--- config.mk ---
export PLATFORM = sky130hd
export DESIGN_NAME = cursor_move_ctrl
export DESIGN_NICKNAME = d
export VERILOG_FILES = /design/src/rtl/amazons_pkg.sv /design/src/rtl/cursor_axis.sv /design/src/rtl/cursor_move_ctrl.sv
export SDC_FILE = /design/constraint.sdc
export NUM_CORES = 1
export LEC_CHECK = 0
export CORE_MARGIN = 10
export CORE_UTILIZATION = 36
export CTS_CLUSTER_DIAMETER = 30
export CTS_CLUSTER_SIZE = 40
export DETAILED_ROUTE_END_ITERATION = 10
export PLACE_DENSITY = 0.6
export SYNTH_ARGS = -nofsm -noshare
export SYNTH_HDL_FRONTEND = slang
export SYNTH_SLANG_ARGS = --single-unit
--- constraint.sdc ---
create_clock -name clk -period 2.6 [get_ports clk]
set_input_delay 0.52 -clock clk [delete_from_list [all_inputs] [get_ports clk]]
set_output_delay 0.52 -clock clk [all_outputs]
set_load 0.05 [all_outputs]
--- src/rtl/amazons_pkg.sv ---
// Purpose : shared command codes, phase encoding and board size for the Amazons game datapath.
// Latency : n/a (types and constants only).
// Backpressure: n/a.
package amazons_pkg;

   localparam int BOARD_N_DEF = 10;

   // Button command codes; 6 and 7 are unused and behave as CMD_NULL.
   typedef enum logic [2:0] {
      CMD_NULL  = 3'd0,
      CMD_UP    = 3'd1,
      CMD_DOWN  = 3'd2,
      CMD_LEFT  = 3'd3,
      CMD_RIGHT = 3'd4,
      CMD_ENTER = 3'd5
   } cmd_e;

   // Move-entry phases, also shown to the renderer.
   typedef enum logic [1:0] {
      SEL_QUEEN = 2'd0,
      SEL_DEST  = 2'd1,
      SEL_ARROW = 2'd2,
      COMMIT    = 2'd3
   } phase_e;

endpackage

--- src/rtl/cursor_axis.sv ---
// Purpose : saturating up/down position counter over 0..N-1 for one cursor axis.
// Latency : one cycle from inc/dec to pos.
// Backpressure: none; hold=1 freezes the count.
// Ports   : clk, rst_n (sync, active low), inc, dec, hold -> pos[CW-1:0].
module cursor_axis #(
   parameter int N  = 10,
   parameter int CW = 4
) (
   input  logic          clk,
   input  logic          rst_n,
   input  logic          inc,
   input  logic          dec,
   input  logic          hold,
   output logic [CW-1:0] pos
);

   localparam logic [CW-1:0] POS_MAX = CW'(N - 1);

   always_ff @(posedge clk) begin
      if (!rst_n) begin
         pos <= '0;
      end else if (!hold) begin
         // inc and dec together cancel out rather than picking a winner.
         if (inc && !dec && pos != POS_MAX) begin
            pos <= pos + 1'b1;
         end else if (dec && !inc && pos != '0) begin
            pos <= pos - 1'b1;
         end
      end
   end

endmodule

--- src/rtl/cursor_move_ctrl.sv ---
// Purpose : moves the board cursor, collects queen/destination/arrow and offers the move to the board engine.
// Latency : one cycle from a strobed command to cursor/phase/latch outputs; move_valid is registered.
// Backpressure: move and move_valid held in COMMIT until move_ready=1; commands in COMMIT are dropped.
// Ports   : clk, rst_n, cmd[2:0]/cmd_en in; cur_x/cur_y, phase, q/d/a coords, player, move_valid out; move_ready in.
module cursor_move_ctrl
   import amazons_pkg::*;
#(
   parameter int BOARD_N = BOARD_N_DEF,
   parameter int CW      = 4
) (
   input  logic          clk,
   input  logic          rst_n,
   input  logic [2:0]    cmd,
   input  logic          cmd_en,
   output logic [CW-1:0] cur_x,
   output logic [CW-1:0] cur_y,
   output logic [1:0]    phase,
   output logic [CW-1:0] q_x,
   output logic [CW-1:0] q_y,
   output logic [CW-1:0] d_x,
   output logic [CW-1:0] d_y,
   output logic [CW-1:0] a_x,
   output logic [CW-1:0] a_y,
   output logic          player,
   output logic          move_valid,
   input  logic          move_ready
);

   phase_e phase_q, phase_nxt;
   logic   lat_q, lat_d, lat_a, toggle;
   logic   axis_hold, is_enter;

   // The cursor freezes while a move is on offer, and on any non-strobed cycle.
   assign axis_hold = !cmd_en || (phase_q == COMMIT);
   assign is_enter  = cmd_en && (cmd == CMD_ENTER);
   assign phase     = phase_q;

   cursor_axis #(.N(BOARD_N), .CW(CW)) u_axis_x (
      .clk  (clk),
      .rst_n(rst_n),
      .inc  (cmd == CMD_RIGHT),
      .dec  (cmd == CMD_LEFT),
      .hold (axis_hold),
      .pos  (cur_x)
   );

   cursor_axis #(.N(BOARD_N), .CW(CW)) u_axis_y (
      .clk  (clk),
      .rst_n(rst_n),
      .inc  (cmd == CMD_DOWN),
      .dec  (cmd == CMD_UP),
      .hold (axis_hold),
      .pos  (cur_y)
   );

   always_comb begin
      phase_nxt = phase_q;
      lat_q     = 1'b0;
      lat_d     = 1'b0;
      lat_a     = 1'b0;
      toggle    = 1'b0;
      case (phase_q)
         SEL_QUEEN: begin
            if (is_enter) begin
               lat_q     = 1'b1;
               phase_nxt = SEL_DEST;
            end
         end
         SEL_DEST: begin
            // ENTER on the queen square again backs out; q keeps its old value.
            if (is_enter) begin
               if (cur_x == q_x && cur_y == q_y) begin
                  phase_nxt = SEL_QUEEN;
               end else begin
                  lat_d     = 1'b1;
                  phase_nxt = SEL_ARROW;
               end
            end
         end
         SEL_ARROW: begin
            if (is_enter) begin
               if (cur_x == d_x && cur_y == d_y) begin
                  phase_nxt = SEL_DEST;
               end else begin
                  lat_a     = 1'b1;
                  phase_nxt = COMMIT;
               end
            end
         end
         default: begin
            // Handshake wins over any coincident command, which is simply lost.
            if (move_ready) begin
               phase_nxt = SEL_QUEEN;
               toggle    = 1'b1;
            end
         end
      endcase
   end

   always_ff @(posedge clk) begin
      if (!rst_n) begin
         phase_q    <= SEL_QUEEN;
         q_x        <= '0;
         q_y        <= '0;
         d_x        <= '0;
         d_y        <= '0;
         a_x        <= '0;
         a_y        <= '0;
         player     <= 1'b0;
         move_valid <= 1'b0;
      end else begin
         phase_q <= phase_nxt;
         if (lat_q) begin
            q_x <= cur_x;
            q_y <= cur_y;
         end
         if (lat_d) begin
            d_x <= cur_x;
            d_y <= cur_y;
         end
         if (lat_a) begin
            a_x <= cur_x;
            a_y <= cur_y;
         end
         if (toggle) begin
            player <= ~player;
         end
         move_valid <= (phase_nxt == COMMIT);
      end
   end

endmodule

==> flow_metrics.tcl <==
set metrics [dict create \
    synth_edf_count 0 \
    cp_slowest_cell "clkdlybuf4s50_1" \
    grt_pass1_vias 1467 \
    post-route-period-util_pct 91.7 \
    netlist_top_cells_area "dfxtp_1 (39%), mux2i_1 (16%), xnor2_1 (9.9%)" \
    place_hpwl_um 3420 \
    viasPerCell 4.67 \
    rsz0062_at_grt "no" \
    vias 1442 \
    drive_above_1_share_pct 12.6 \
    cts_root_buf "clkbuf_8" \
    yosys.area.top_type_share_pct 38.7 \
    grt_max_degree 15 \
    finalNetCount 251 \
    yosysSeqAreaShare_pct 38.7 \
    critical_path.top_delay_family "buffers and inverters" \
    port-buffer-count 42 \
    path_clk_slew_ns 0.07 \
    placed_cell_area_mm2 0.00245 \
    grt_overflow 0 \
    cp.depth 1 \
    crit_chain "clkdlybuf4s50_1" \
    hold_path_class "flip-flop to flip-flop" \
    netlist_instances 183 \
    tightestPinTransition_ns 0.647 \
    critPathBufInv 1 \
    syn2layout_area_growth_pct 36.2 \
    ys.flop_type "dfxtp_1" \
    grt_pass1_wl_um 7680 \
    min_period_ns 2.38 \
    grt_antenna_before_repair 0 \
    drc 0 \
    netlist_area_mm2 0.00186 \
    synthTopCellsByCount "dfxtp_1 (36), mux2i_1 (29), nor2b_1 (29)" \
    htree_levels 2 \
    detail_route.iter0.violations 93 \
    dieHeight_um 92.0 \
    power_frac_clock_pct 35.4 \
    whs_path_depth 2 \
    clock-sinks 36 \
    antenna_cells 0 \
    yosysMostFrequentCell "dfxtp_1" \
    hold_viol 0 \
    yosys_warnings 0 \
    yosysTopAreaCell "dfxtp_1" \
    dr.pass1.iters 4 \
    clockBufferDepth 2 \
    pwr_density_cell_mw_per_mm2 461 \
    postRouteAntennaNets 0 \
    gp_congestion 0.805 \
    finClkSkew_ns 0.00577 \
    synth_cell_types 36 \
    synth-async-reset-ratio_pct 0 \
    cts_tree "yes" \
    timing.slew.headroom_pct 56.9 \
    cp.required_ns 2.08 \
    cts_setup_buffers 0 \
    start_kind "flip-flop" \
    slowest_delay_ns 0.91 \
    critPathMaxFanout 12 \
    ys_ff_latch 36 \
    power_switching_mw 0.310 \
    ios 43 \
    vdd_drop_max_v 0.000234 \
    swShare_pct 26.4 \
    fin_tns_setup_ns 0 \
    p_int_mw 0.862 \
    fmax_mhz 419 \
    grt_use_total_pct 11.2 \
    leakage_nw 0.996 \
    drv_cap 0 \
    arrival_ns 1.86 \
    post_cts_resize_count 0 \
    synth.avg_cell_area_um2 10.2 \
    combPwrFrac_pct 14.9 \
    p_seq_share_pct 49.6 \
    cts_buffers 5 \
    wl_per_cell_um 14.5 \
    core_area_mm2 0.00507 \
    critPathKind "flip-flop to output pin" \
    cts.hold.buffers_added 0 \
    die_w_um 92.0 \
    die-area_mm2 0.00846 \
    cp-end-kind "output pin" \
    final-setup-viol-count 0 \
    final_cell_area_mm2 0.00254 \
    num_rows 26 \
    slew_violations 0 \
    synth_nets 196 \
    r2r_cells 8 \
    drt-total-wl_um 4480 \
    clock_latency_ns 0.29 \
    start_util_pct 36.7 \
    status "finished clean" \
]
cells by family after synthesis:
kind of cell | Yosys count | synth area share, %
adders and majority gates | 6 | 4.83
muxes | 29 | 15.6
AOI/OAI and AO/OA | 16 | 6.38
xor gates and xnor gates | 24 | 11.3
and+or+nand+nor | 60 | 19.7
DFF | 36 | 38.7
buffers and inverters | 12 | 3.62
placed cells by master (no fill, tap or decap), types with 4 or more instances in the layout:
cell	Yosys	layout
ha_1	4	4
xnor2_1	21	21
clkdlybuf4s50_1	0	42
nand2_1	6	6
clkbuf_8	0	6
buf_4	3	18
and2_1	6	6
mux2i_1	29	29
dfxtp_1	36	35
nand4_1	4	4
nor2b_1	29	29
nand2b_1	4	4
per-layer routing:
layer,track usage (%),up-vias,part of all wire (%)
met3,4.32,8,6.7
li1,-,734,-
met5,0,-,0
met1,13.5,667,46
met2,17.2,33,45
met4,5.01,0,1.9
registers in the layout, indices dropped and copies added, names as in the netlist:
name / count
a_x: 4
a_y: 4
d_x: 4
d_y: 4
move_valid: 1
phase: 2
player: 1
q_x: 4
q_y: 4
u_axis_x.pos: 4
u_axis_y.pos: 4
layout make-up:
cell class / instances / area, µm²
Fill cell: 519 / 2530
Multi-Input combinational cell: 135 / 1080
Sequential cell: 36 / 722
Timing Repair Buffer: 60 / 556
Tap cell: 70 / 87.6
Clock buffer: 7 / 86.3
Clock inverter: 1 / 7.51
per-stage QoR:
stage / power (mW) / util, % / hold WS [ns] / worst slack, ns / std cells
floorplan: 0.708 / - / 0.648 / 0.0139 / 183
global placement: 0.771 / 48.2 / 0.500 / -0.0274 / 301
detailed placement: 0.772 / 48.2 / 0.507 / -0.0553 / 301
CTS: 1.19 / 50.0 / 0.524 / 0.194 / 309
global route: 1.23 / 50.0 / 0.564 / 0.0925 / 309
finish: 1.17 / 50.0 / 0.518 / 0.216 / 309
path summary, 6_finish.rpt:
| kind | startpoint | to | slack (ns) |
|---|---|---|---|
| setup reg to reg | u_axis_y.pos[1] | u_axis_y.pos[3] | 0.44 |
| hold reg to reg | a_x[1] | a_x[1] | 0.52 |
| hold / removal | a_x[1] | a_x[1] | 0.52 |
| setup / recovery | u_axis_y.pos[0] | cur_y[0] | 0.22 |
power by group through the flow:
stage | Clock, mW | Sequential [mW] | Combinational [mW]
floorplan | 0 | 0.607 | 0.101
global placement | 0 | 0.595 | 0.176
detailed placement | 0 | 0.595 | 0.177
CTS | 0.430 | 0.582 | 0.178
global route | 0.456 | 0.584 | 0.193
finish | 0.415 | 0.582 | 0.175
Power figures use the tool's default switching activity.
